--- src/rtl/fp_add_issue_if.sv ---
// Handshake bundle for fp_add_issue: request in, adder
// operands/result, tagged result out, plus busy status.
interface fp_add_issue_if #(
  parameter int TAG_W = 4
);
  // request side
  logic             in_valid;
  logic             in_ready;
  logic [31:0]      in_op1;
  logic [31:0]      in_op2;
  logic             in_opcode;
  logic [TAG_W-1:0] in_tag;
  // adder side
  logic [31:0]      add_op1;
  logic [31:0]      add_op2;
  logic             add_opcode;
  logic [31:0]      add_result;
  logic             add_error;
  // result side
  logic             out_valid;
  logic             out_ready;
  logic [31:0]      out_result;
  logic             out_error;
  logic [TAG_W-1:0] out_tag;
  // status
  logic             busy;

  modport slave (
    input  in_valid, in_op1, in_op2,
    input  in_opcode, in_tag,
    input  add_result, add_error,
    input  out_ready,
    output in_ready,
    output add_op1, add_op2, add_opcode,
    output out_valid, out_result,
    output out_error, out_tag,
    output busy
  );

  modport master (
    output in_valid, in_op1, in_op2,
    output in_opcode, in_tag,
    output add_result, add_error,
    output out_ready,
    input  in_ready,
    input  add_op1, add_op2, add_opcode,
    input  out_valid, out_result,
    input  out_error, out_tag,
    input  busy
  );
endinterface

--- src/rtl/fp_add_issue.sv ---
// Issue/collect wrapper for a combinational FP add/sub
// datapath: registers a request, holds it on the adder
// for LATENCY cycles, then queues the tagged result in a
// first-word-fall-through FIFO.
// Ports: clk, reset (sync, active-high), io (slave view
// of fp_add_issue_if: in_*, add_*, out_*, busy).
module fp_add_issue #(
  parameter int LATENCY = 2,
  parameter int DEPTH   = 4,
  parameter int TAG_W   = 4
) (
  input  logic           clk,
  input  logic           reset,
  fp_add_issue_if.slave  io
);

  localparam int PW = $clog2(DEPTH);
  localparam int CW = PW + 1;
  localparam int WW = (LATENCY > 1) ? $clog2(LATENCY) : 1;

  typedef enum logic {
    S_IDLE,
    S_WAIT
  } state_t;

  state_t           r_state;
  state_t           w_state_nxt;
  logic [WW-1:0]    r_wait;
  logic [CW-1:0]    r_count;
  logic [PW-1:0]    r_wr_ptr;
  logic [PW-1:0]    r_rd_ptr;
  logic [31:0]      r_op1;
  logic [31:0]      r_op2;
  logic             r_opcode;
  logic [TAG_W-1:0] r_tag;

  logic [31:0]      r_mem_res [DEPTH];
  logic             r_mem_err [DEPTH];
  logic [TAG_W-1:0] r_mem_tag [DEPTH];

  logic w_in_ready;
  logic w_accept;
  logic w_push;
  logic w_pop;
  logic w_has_room;
  logic w_nonempty;

  // Room is checked at accept, so the later push
  // can never overflow the FIFO.
  assign w_has_room = r_count < CW'(DEPTH);
  assign w_nonempty = r_count != '0;

  always_comb begin
    w_state_nxt = r_state;
    w_in_ready  = 1'b0;
    w_push      = 1'b0;
    unique case (r_state)
      S_IDLE: begin
        w_in_ready = w_has_room && !reset;
        if (io.in_valid && w_in_ready)
          w_state_nxt = S_WAIT;
      end
      S_WAIT: begin
        if (r_wait == '0) begin
          w_push      = 1'b1;
          w_state_nxt = S_IDLE;
        end
      end
      default: w_state_nxt = S_IDLE;
    endcase
  end

  assign w_accept = io.in_valid && w_in_ready;
  assign w_pop    = w_nonempty && io.out_ready;

  always_ff @(posedge clk) begin
    if (reset)
      r_state <= S_IDLE;
    else
      r_state <= w_state_nxt;
  end

  always_ff @(posedge clk) begin
    if (reset)
      r_wait <= '0;
    else if (w_accept)
      r_wait <= WW'(LATENCY - 1);
    else if (r_state == S_WAIT && r_wait != '0)
      r_wait <= r_wait - WW'(1);
  end

  // Operands change only on accept, so the adder
  // sees a stable input for the whole WAIT window.
  always_ff @(posedge clk) begin
    if (reset) begin
      r_op1    <= '0;
      r_op2    <= '0;
      r_opcode <= 1'b0;
      r_tag    <= '0;
    end else if (w_accept) begin
      r_op1    <= io.in_op1;
      r_op2    <= io.in_op2;
      r_opcode <= io.in_opcode;
      r_tag    <= io.in_tag;
    end
  end

  always_ff @(posedge clk) begin
    if (reset) begin
      r_wr_ptr <= '0;
      r_rd_ptr <= '0;
      r_count  <= '0;
    end else begin
      if (w_push)
        r_wr_ptr <= r_wr_ptr + PW'(1);
      if (w_pop)
        r_rd_ptr <= r_rd_ptr + PW'(1);
      unique case ({w_push, w_pop})
        2'b10:   r_count <= r_count + CW'(1);
        2'b01:   r_count <= r_count - CW'(1);
        default: r_count <= r_count;
      endcase
    end
  end

  // Storage needs no reset: count gates visibility.
  always_ff @(posedge clk) begin
    if (w_push && !reset) begin
      r_mem_res[r_wr_ptr] <= io.add_result;
      r_mem_err[r_wr_ptr] <= io.add_error;
      r_mem_tag[r_wr_ptr] <= r_tag;
    end
  end

  assign io.in_ready   = w_in_ready;
  assign io.add_op1    = r_op1;
  assign io.add_op2    = r_op2;
  assign io.add_opcode = r_opcode;
  assign io.out_valid  = w_nonempty;
  assign io.out_result = r_mem_res[r_rd_ptr];
  assign io.out_error  = r_mem_err[r_rd_ptr];
  assign io.out_tag    = r_mem_tag[r_rd_ptr];
  assign io.busy       = (r_state == S_WAIT) || w_nonempty;

endmodule

--- src/flat_wrapper.sv ---
// flat-port wrapper written by rule: the top's interface ports become plain ports
module fp_add_issue_flat 
#(
  parameter int LATENCY = 2,
  parameter int DEPTH   = 4,
  parameter int TAG_W   = 4
)
  (clk, reset, io_in_valid, io_in_op1, io_in_op2, io_in_opcode, io_in_tag, io_add_result, io_add_error, io_out_ready, io_in_ready, io_add_op1, io_add_op2, io_add_opcode, io_out_valid, io_out_result, io_out_error, io_out_tag, io_busy);
  fp_add_issue_if #(.TAG_W(TAG_W)) io_i ();
  input  logic clk;
  input  logic reset;
  input wire logic [$bits(io_i.in_valid)-1:0] io_in_valid;
  input wire logic [$bits(io_i.in_op1)-1:0] io_in_op1;
  input wire logic [$bits(io_i.in_op2)-1:0] io_in_op2;
  input wire logic [$bits(io_i.in_opcode)-1:0] io_in_opcode;
  input wire logic [$bits(io_i.in_tag)-1:0] io_in_tag;
  input wire logic [$bits(io_i.add_result)-1:0] io_add_result;
  input wire logic [$bits(io_i.add_error)-1:0] io_add_error;
  input wire logic [$bits(io_i.out_ready)-1:0] io_out_ready;
  output wire logic [$bits(io_i.in_ready)-1:0] io_in_ready;
  output wire logic [$bits(io_i.add_op1)-1:0] io_add_op1;
  output wire logic [$bits(io_i.add_op2)-1:0] io_add_op2;
  output wire logic [$bits(io_i.add_opcode)-1:0] io_add_opcode;
  output wire logic [$bits(io_i.out_valid)-1:0] io_out_valid;
  output wire logic [$bits(io_i.out_result)-1:0] io_out_result;
  output wire logic [$bits(io_i.out_error)-1:0] io_out_error;
  output wire logic [$bits(io_i.out_tag)-1:0] io_out_tag;
  output wire logic [$bits(io_i.busy)-1:0] io_busy;
  assign io_i.in_valid = io_in_valid;
  assign io_i.in_op1 = io_in_op1;
  assign io_i.in_op2 = io_in_op2;
  assign io_i.in_opcode = io_in_opcode;
  assign io_i.in_tag = io_in_tag;
  assign io_i.add_result = io_add_result;
  assign io_i.add_error = io_add_error;
  assign io_i.out_ready = io_out_ready;
  assign io_in_ready = io_i.in_ready;
  assign io_add_op1 = io_i.add_op1;
  assign io_add_op2 = io_i.add_op2;
  assign io_add_opcode = io_i.add_opcode;
  assign io_out_valid = io_i.out_valid;
  assign io_out_result = io_i.out_result;
  assign io_out_error = io_i.out_error;
  assign io_out_tag = io_i.out_tag;
  assign io_busy = io_i.busy;
  fp_add_issue #(.LATENCY(LATENCY), .DEPTH(DEPTH), .TAG_W(TAG_W)) u_core (.clk(clk), .reset(reset), .io(io_i));
endmodule
--- config.mk ---
export PLATFORM = sky130hd
export DESIGN_NAME = fp_add_issue_flat
export DESIGN_NICKNAME = d
export VERILOG_FILES = /design/src/rtl/fp_add_issue_if.sv /design/src/rtl/fp_add_issue.sv /design/src/flat_wrapper.sv
export SDC_FILE = /design/constraint.sdc
export NUM_CORES = 1
export LEC_CHECK = 0
export CAP_MARGIN = 5
export CORE_MARGIN = 2
export CORE_UTILIZATION = 39
export CTS_BUF_LIST = sky130_fd_sc_hd__clkbuf_4 sky130_fd_sc_hd__clkbuf_8 sky130_fd_sc_hd__clkbuf_16
export DETAILED_ROUTE_END_ITERATION = 12
export MAX_ROUTING_LAYER = met4
export PLACE_DENSITY = 0.68
export REMOVE_ABC_BUFFERS = 1
export SLEW_MARGIN = 5
export SYNTH_ARGS = -nofsm -noshare
export SYNTH_HDL_FRONTEND = slang
export SYNTH_SLANG_ARGS = --single-unit
--- constraint.sdc ---
create_clock -name clk -period 2.6 [get_ports clk]
set_input_delay 0.26 -clock clk [delete_from_list [all_inputs] [get_ports clk]]
set_output_delay 0.26 -clock clk [all_outputs]
set_load 0.03 [all_outputs]
==> results of run 1 <==
metal layers:
layer	part of all wire, %	vias up	global-route usage, %
met1	40	2523	20.2
li1	-	2431	-
met3	10	25	5.18
met2	48	207	27.5
met5	0	-	-
met4	1.2	0	3.25
state kept, by name, indices dropped and copies added (netlist names), named ones only:
name	flops
u_core.r_state	1
u_core.r_rd_ptr	2
u_core.io.add_opcode	1
u_core.io.add_op2	32
u_core.r_wr_ptr	2
u_core.r_mem_res	128
u_core.io.add_op1	32
u_core.r_wait	1
u_core.r_mem_err	4
u_core.r_tag	4
u_core.r_mem_tag	16
u_core.r_count	3
critical path, cell delays in order, from the launching register on:
cell	delay (ps)
dfxtp_2	490
buf_12	260
mux4_2	560
dlygate4sd2_1	380
how the worst min path moves through the flow:
stage	start	slack, ps	cells past startpoint	endpoint
global placement	u_core.io.add_op1[30]	440	2	u_core.io.add_op1[30]
CTS	reset	80	2	register
floorplan	reset	330	1	u_core.io.add_op1[0]
global route	reset	100	2	u_core.r_rd_ptr[0]
finish	reset	100	2	u_core.r_count[0]
detailed placement	u_core.io.add_op1[26]	450	2	u_core.io.add_op1[26]
stage by stage:
stage | hold slack [ps] | cell area (um^2)
after floorplan | 329 | 8080
after global placement | 442 | 10700
after detailed placement | 449 | 10700
after CTS | 77.0 | 11500
after global routing | 102 | 11500
final | 101 | 11500
synth_stat cells (2+ instances only):
master	n
o21ai_0	3
buf_2	10
buf_1	2
clkbuf_1	10
buf_4	3
nor2_1	8
edfxtp_1	148
dfxtp_1	80
inv_1	7
mux4_2	37
buf_6	8
and2_1	4
or3_1	2
a21oi_1	72
nand2_1	140
xor2_1	3
xnor2_1	2
ha_1	5
power by group:
group	switching [uW]	internal (uW)	leakage (uW)
clock	1320	2170	0.000412
sequential	117	4010	0.00199
combinational	1080	906	0.00145
final cells by class:
type,instances,area share [%]
Sequential cell,228,52.7
Timing Repair Buffer,221,19.4
Multi-Input combinational cell,285,17.5
Clock buffer,32,6.07
Tap cell,275,3.00
Clock inverter,12,1.13
Inverter,7,0.229
kinds of logic after synthesis:
| group | after synthesis |
|---|---|
| compound gates | 77 |
| xor+xnor | 5 |
| fa+ha+maj | 6 |
| buf+inv | 40 |
| flops | 228 |
| mux | 37 |
| simple gates | 160 |
==> flow_metrics.env, run 1 <==
export IMPL_status="complete, no violations"
export IMPL_synthAdderAreaFrac_pct=0.997
export IMPL_synth_edf_count=148
export IMPL_crit_end="io_out_result[22]"
export IMPL_drive_gt1_share_pct=12.4
export IMPL_postSynthAreaPerCell_um2=15.0
export IMPL_die_w_um=150
export IMPL_cp_max_fo=23
export IMPL_timing_rr_end="u_core.r_count[2]"
export IMPL_grt_max_degree=72
export IMPL_min_delay_path_class="in -> reg"
export IMPL_async_flop_share_pct=0
export IMPL_routedWlPerCell_um=17.1
export IMPL_first_pass_iters=4
export IMPL_worstPathArrival_ps=2190
export IMPL_final_common_cell="clkdlybuf4s50_1"
export IMPL_remaining_drc_errors=0
export IMPL_slew_headroom_pct=52.4
export IMPL_r2r_start="u_core.r_count[2]"
export IMPL_fin_crit_ps=2450
export IMPL_boundaryPins=211
export IMPL_clock_sinks=228
export IMPL_rows=53
export IMPL_drv_slew=0
export IMPL_dp_cells=1016
export IMPL_worst_slew_pin_slew_ps=713
export IMPL_synthXorXnorAreaFrac_pct=0.529
export IMPL_area_delta_synth_final_pct=38.6
export IMPL_tns_ps=0
export IMPL_start_util_pct=39.5
export IMPL_track_usage_pct=16.6
export IMPL_power_uw=9610
export IMPL_regArea_mm2=0.00605
export IMPL_required_ps=2340
export IMPL_layout_cells_non_filler=1060
export IMPL_final_cell_mix="clkdlybuf4s50_1 (177), edfxtp_1 (148), nand2_1 (140), dfxtp_1 (78), a21oi_1 (72)"
export IMPL_p_leak_uw=0.00386
export IMPL_synth_area_mm2=0.00828
export IMPL_fin_crit_sh_pct=94.1
export IMPL_path_class="reg -> out"
export IMPL_synth_warning_count=0
export IMPL_vias=5186
export IMPL_muxShareOfSynthArea_pct=10.1
export IMPL_place_gp_congestion=0.760
export IMPL_hold_violations=0
export IMPL_finish_utilization_pct=54.8
export IMPL_grt_pass1_vias=5518
export IMPL_peakVddDrop_v=0.000451
export IMPL_core_mm2=0.0210
export IMPL_setup_viol=0
export IMPL_htree_levels=1
export IMPL_clock_path_buffers=3
export IMPL_yosys_area_share_simple_pct=7.87
export IMPL_io_buffers=210
export IMPL_rsz0062_at_grt="no"
export IMPL_yosysTopAreaCellShare_pct=53.6
export IMPL_layout_nets=879
export IMPL_ys_seq_area_share_pct=73.0
export IMPL_synth_top_area_cell="edfxtp_1"
export IMPL_ys_types=27
export IMPL_start_kind="register"
export IMPL_drt_iter0_drc=212
export IMPL_cts_resized=33
export IMPL_dieArea_mm2=0.0224
export IMPL_synth_top_family_by_area="multiplexers"
export IMPL_grt_pass1_wl_um=28300
export IMPL_multi_input_area_mm2=0.00201
export IMPL_fmax_mhz=409
export IMPL_synth_compound_area_share_pct=4.74
export IMPL_finClkSkew_ps=8.72
export IMPL_worst_r2r_cell_count=7
export IMPL_clk_pin_slew_ps=60
export IMPL_clockRootBuffer="clkbuf_16"
export IMPL_drv_cap=0
export IMPL_worst_slack_ps=152
export IMPL_via_per_inst=4.89
export IMPL_power_density_mw_per_mm2=837
export IMPL_final_antenna_net_count=0
export IMPL_cts_buffers=24
export IMPL_cp_end_kind="primary output"
export IMPL_rrSetupSlack_ps=610
export IMPL_yosys_register_bits=228
export IMPL_antenna_found_initial=0
export IMPL_fp_dieH_um=150
export IMPL_fillers=1711
export IMPL_clkLatencyLatePin_ps=500
export IMPL_cts_hold_buf=0
export IMPL_tritoncts="built"
export IMPL_drt_total_wl_um=18100
export IMPL_synthFlopType="edfxtp_1"
export IMPL_synthCells=553
export IMPL_dp_slack_ps=379
export IMPL_synth_area_leaders="edfxtp_1 (54%), dfxtp_1 (19%), mux4_2 (10%)"
export IMPL_hpwl_um=11700
export IMPL_post_cts_setup_buffer_count=0
export IMPL_grt_ovfl_total=0
export IMPL_antenna_cells=0
(Power assumes the default switching activity.)
==> run 2: changes to the inputs <==
==> constraint.sdc (replaced) <==
create_clock -name clk -period 2.6 [get_ports clk]
set_input_delay 0.52 -clock clk [delete_from_list [all_inputs] [get_ports clk]]
set_output_delay 0.52 -clock clk [all_outputs]
set_load 0.03 [all_outputs]
==> run 2 against run 1 <==
  * Clock skew about the same
  * Largest power group unchanged
  * Global-route usage barely moved
  * Core utilization increased by 0.090 points
  * Count of clock-buffer cells in the layout is 1 lower
  * Worst hold slack better by 250 ps
  * First-iteration DRC count is 15% higher
  * Setup slack got worse by 100 ps
  * Clock power decreased by 3%
  * Sequential share of layout area down 0.064 points
==> flow_metrics.env, run 2 (synthesis gave the netlist of run 1 again) <==
export IMPL_status="complete, no violations"
export IMPL_clock_sinks=228
export IMPL_worstPathArrival_ps=2030
export IMPL_largest_register="u_core.r_mem_res"
export IMPL_cp_top_family="buffers and inverters"
export IMPL_cts_buffers=24
export IMPL_path_class="reg -> out"
export IMPL_htree_levels=1
export IMPL_p_leak_uw=0.00386
export IMPL_min_delay_path_class="in -> reg"
export IMPL_drt_iter0_drc=244
export IMPL_dieArea_mm2=0.0224
export IMPL_drv_cap=0
export IMPL_antenna_found_initial=0
export IMPL_finClkSkew_ps=8.42
export IMPL_cp_slowest_cell="mux4_2"
export IMPL_cpPeakStageDelay_ps=520
export IMPL_tns_ps=0
export IMPL_placed_area_mm2=0.0107
export IMPL_worst_slew_pin_slew_ps=723
export IMPL_dp_cells=1014
export IMPL_drive_gt1_share_pct=15.2
export IMPL_critical_path_cell_count=3
export IMPL_start_kind="register"
export IMPL_layout_nets=883
export IMPL_grt_max_degree=72
export IMPL_cp_end_kind="primary output"
export IMPL_remaining_drc_errors=0
export IMPL_clkLatencyLatePin_ps=510
export IMPL_fillers=1730
export IMPL_first_pass_iters=5
export IMPL_power_density_mw_per_mm2=840
export IMPL_drv_slew=0
export IMPL_path_cells="clkbuf_16 -> mux4_2 -> clkdlybuf4s15_1"
export IMPL_boundaryPins=211
export IMPL_grt_pass1_wl_um=28300
export IMPL_area_delta_synth_final_pct=38.9
export IMPL_final_antenna_net_count=0
export IMPL_antenna_cells=0
export IMPL_worst_r2r_cell_count=7
export IMPL_io_buffers=210
export IMPL_setup_viol=0
export IMPL_core_mm2=0.0210
export IMPL_power_uw=9660
export IMPL_grt_pass1_vias=5503
export IMPL_clk_pin_slew_ps=60
export IMPL_hold_ws_ps=352
export IMPL_slew_headroom_pct=51.8
export IMPL_required_ps=2080
export IMPL_fp_dieH_um=150
export IMPL_r2r_start="u_core.r_count[2]"
export IMPL_via_per_inst=4.88
export IMPL_routedWlPerCell_um=17.4
export IMPL_final_common_cell="clkdlybuf4s50_1"
export IMPL_start_util_pct=39.5
export IMPL_place_gp_congestion=0.777
export IMPL_worstHoldPathCells=2
export IMPL_path_buf_inv=2
export IMPL_fin_crit_sh_pct=98.2
export IMPL_grt_ovfl_total=0
export IMPL_fin_area_mm2=0.0115
export IMPL_hpwl_um=11100
export IMPL_rows=53
export IMPL_track_usage_pct=16.6
export IMPL_cts_hold_buf=0
export IMPL_layout_cells_non_filler=1064
export IMPL_clockRootBuffer="clkbuf_16"
export IMPL_largest_reg_flops=128
export IMPL_tritoncts="built"
export IMPL_final_cell_mix="clkdlybuf4s50_1 (172), edfxtp_1 (148), nand2_1 (140), dfxtp_1 (78), a21oi_1 (72)"
export IMPL_rsz0062_at_grt="yes"
export IMPL_hold_path_startpoint="reset"
export IMPL_drt_total_wl_um=18600
export IMPL_peakVddDrop_v=0.000475
export IMPL_cp_max_fo=9
export IMPL_die_w_um=150
export IMPL_fmax_mhz=392
export IMPL_hold_violations=0
export IMPL_vias=5195
export IMPL_fin_crit_ps=2550
export IMPL_clock_path_buffers=3
## run 2: changes by cell type in the layout (fill, tap and decap cells not counted), moves of 2 or more
cell             before  now
dlygate4sd2_1        32    5
clkbuf_2              0   15
clkdlybuf4s15_1       0   14
clkdlybuf4s50_1     177  172
buf_2                 1    4
clkbuf_16            25   27
clkinvlp_4            0    2
## run 2: path summary, 6_finish.rpt
path | end | slack, ps
setup / recovery | io_out_result[19] | 50
hold / removal | u_core.r_count[1] | 350
setup reg to reg | u_core.r_count[2] | 560
hold reg to reg | u_core.io.add_op2[12] | 450
## run 2: timing repair
action                                  4_1_cts  5_1_grt
gates resized for setup                      42       52
buffers inserted                              3        0
gates cloned                                  1        2
endpoints found under the setup margin       37       26
## run 2: power by group
| part | total [uW] | internal (uW) | leakage, uW | switching, uW |
|---|---|---|---|---|
| clock network | 3410 | 2060 | 0.000400 | 1350 |
| registers | 4130 | 4010 | 0.00199 | 114 |
| logic | 2130 | 986 | 0.00147 | 1150 |
## run 2: layer usage
layer | part of all wire [%] | up-vias | global-route usage, %
met2 | 49 | 203 | 27.0
met4 | 1.1 | 0 | 3.54
li1 | - | 2436 | -
met1 | 40 | 2536 | 20.2
met3 | 10 | 20 | 5.67
met5 | 0 | - | -
## run 2: layout make-up
class                           instances  area, um^2  area share (%)
Inverter                                7        26.3           0.228
Timing Repair Buffer                  225        2270            19.7
Clock buffer                           31         683            5.94
Clock inverter                         13         123            1.07
Tap cell                              275         344            2.99
Sequential cell                       228        6050            52.6
Multi-Input combinational cell        285        2010            17.5
## run 2: through the flow
step / setup WS [ps] / util [%]
2_1_floorplan: -328 / -
3_3_place_gp: 171 / 51.0
3_5_place_dp: 64.4 / 51.0
4_1_cts: -118 / 54.9
5_1_grt: -31.8 / 54.9
6_report: 47.4 / 54.9
==> run 3: changes to the inputs <==
Settings changed: CELL_PAD_IN_SITES_DETAIL_PLACEMENT set to 1, CELL_PAD_IN_SITES_GLOBAL_PLACEMENT set to 2, CORE_UTILIZATION 39 to 33, PLACE_DENSITY 0.68 to 0.81, SETUP_SLACK_MARGIN set to 0.5.
==> run 3 against run 2 <==
  * Sequential power about the same
  * Clock power up 2%
  * Highest routed layer unchanged
  * Count of clock-buffer cells in the layout increased by 1
==> flow_metrics.env, run 3 (synthesis gave the netlist of run 1 again) <==
export IMPL_setup_viol=0
export IMPL_core_mm2=0.0245
export IMPL_cp_max_fo=7
export IMPL_finClkSkew_ps=8.63
export IMPL_power_density_mw_per_mm2=847
export IMPL_required_ps=2080
export IMPL_final_antenna_net_count=0
export IMPL_routedWlPerCell_um=18.9
export IMPL_tritoncts="built"
export IMPL_final_common_cell="edfxtp_1"
export IMPL_clock_path_buffers=3
export IMPL_min_delay_path_class="in -> reg"
export IMPL_clkLatencyLatePin_ps=520
export IMPL_rsz0062_at_grt="yes"
export IMPL_antenna_found_initial=1
export IMPL_drv_slew=0
export IMPL_hold_violations=0
export IMPL_vias=5267
export IMPL_first_pass_iters=4
export IMPL_layout_cells_non_filler=1118
export IMPL_dp_slack_ps=17.5
export IMPL_drt_total_wl_um=21200
export IMPL_drive_gt1_share_pct=18.7
export IMPL_largest_reg_flops=128
export IMPL_fin_area_mm2=0.0118
export IMPL_fin_crit_sh_pct=94.4
export IMPL_clockRootBuffer="clkbuf_16"
export IMPL_fin_crit_ps=2450
export IMPL_slew_headroom_pct=52.7
export IMPL_cts_buffers=25
export IMPL_die_w_um=162
export IMPL_largest_register="u_core.r_mem_res"
export IMPL_placed_area_mm2=0.0108
export IMPL_start_kind="register"
export IMPL_io_buffers=210
export IMPL_grt_pass1_vias=5935
export IMPL_hpwl_um=13600
export IMPL_p_leak_uw=0.00443
export IMPL_layout_nets=888
export IMPL_p_sw_share_pct=27.2
export IMPL_grt_ovfl_total=0
export IMPL_rows=57
export IMPL_start_util_pct=33.9
export IMPL_cts_hold_buf=0
export IMPL_via_per_inst=4.71
export IMPL_drt_iter0_drc=251
export IMPL_clk_pin_slew_ps=60
export IMPL_boundaryPins=211
export IMPL_status="complete, no violations"
export IMPL_final_cell_mix="edfxtp_1 (148), nand2_1 (140), clkdlybuf4s50_1 (116), dfxtp_1 (74), a21oi_1 (72)"
export IMPL_remaining_drc_errors=0
export IMPL_clock_sinks=228
export IMPL_track_usage_pct=16.5
export IMPL_place_gp_congestion=0.763
export IMPL_fp_dieH_um=162
export IMPL_dp_cells=1066
export IMPL_fillers=2461
export IMPL_netSwitchingPower_uw=2710
export IMPL_drv_cap=0
export IMPL_peakVddDrop_v=0.000386
export IMPL_worst_slack_ps=145
export IMPL_path_class="reg -> out"
export IMPL_cp_end_kind="primary output"
export IMPL_tns_ps=0
export IMPL_worstPathArrival_ps=1930
export IMPL_grt_max_degree=72
export IMPL_hold_ws_ps=355
export IMPL_grt_pass1_wl_um=32800
export IMPL_worst_slew_pin_slew_ps=710
export IMPL_p_clk_share_pct=34.9
export IMPL_p_int_uw=7260
export IMPL_fmax_mhz=407
export IMPL_p_seq_share_pct=41.5
export IMPL_dieArea_mm2=0.0264
export IMPL_p_comb_share_pct=23.6
export IMPL_htree_levels=1
export IMPL_area_delta_synth_final_pct=42.0
[run 3: power groups by stage]
stage | Combinational, uW | Sequential (uW) | Clock (uW)
final | 2350 | 4140 | 3480
after detailed placement | 2180 | 4210 | 0
after global placement | 2140 | 4190 | 0
after floorplan | 1000 | 4400 | 0
after CTS | 2370 | 4140 | 3580
after global routing | 2500 | 4160 | 3700
[run 3: worst paths after layout]
check / start / end / slack [ps] / cells past startpoint
setup / recovery: register / io_out_result[19] / 150 / 4
hold / removal: reset / u_core.r_count[1] / 350 / 2
setup reg to reg: u_core.r_state / u_core.r_count[2] / 590 / 8
hold reg to reg: u_core.io.add_op2[3] / u_core.io.add_op2[3] / 450 / 2
[run 3: area by class of cell]
cell class                 instances  area (um^2)  share of cell area, %
sequential                       228         6060                   51.5
timing repair buffer             229         2440                   20.8
multi-input combinational        285         2010                   17.1
clock buffer                      32          697                   5.92
tap                              324          405                   3.45
clock inverter                    12          119                   1.01
inverter                           7         26.3                  0.223
antenna                            1         2.50                 0.0213
[run 3: per-layer routing]
layer	up-vias	wire length (um)	GRT usage (%)
met5	-	0	-
met4	0	416	3.82
met3	27	2190	6.67
met2	213	9880	26.7
met1	2583	8690	19.4
li1	2444	-	-
[run 3: critical path, stage by stage, from the launching register on]
cell and delay, ps:
dfxtp_4 450, buf_12 140, buf_16 120, mux4_2 530, buf_6 160
[run 3: what timing repair did]
| action | in CTS | in global routing |
|---|---|---|
| endpoints found under the setup margin | 74 | 59 |
| setup buffers | 3 | 2 |
| cloned | 2 | 0 |
| gates resized for setup | 295 | 26 |
| pin swaps | 0 | 1 |
[run 3: through the flow]
stage / utilization (%) / total power (uW)
5_1_grt: 48.1 / 10400
3_3_place_gp: 44.2 / 6330
6_report: 48.1 / 9970
3_5_place_dp: 44.2 / 6390
2_1_floorplan: - / 5400
4_1_cts: 47.8 / 10100
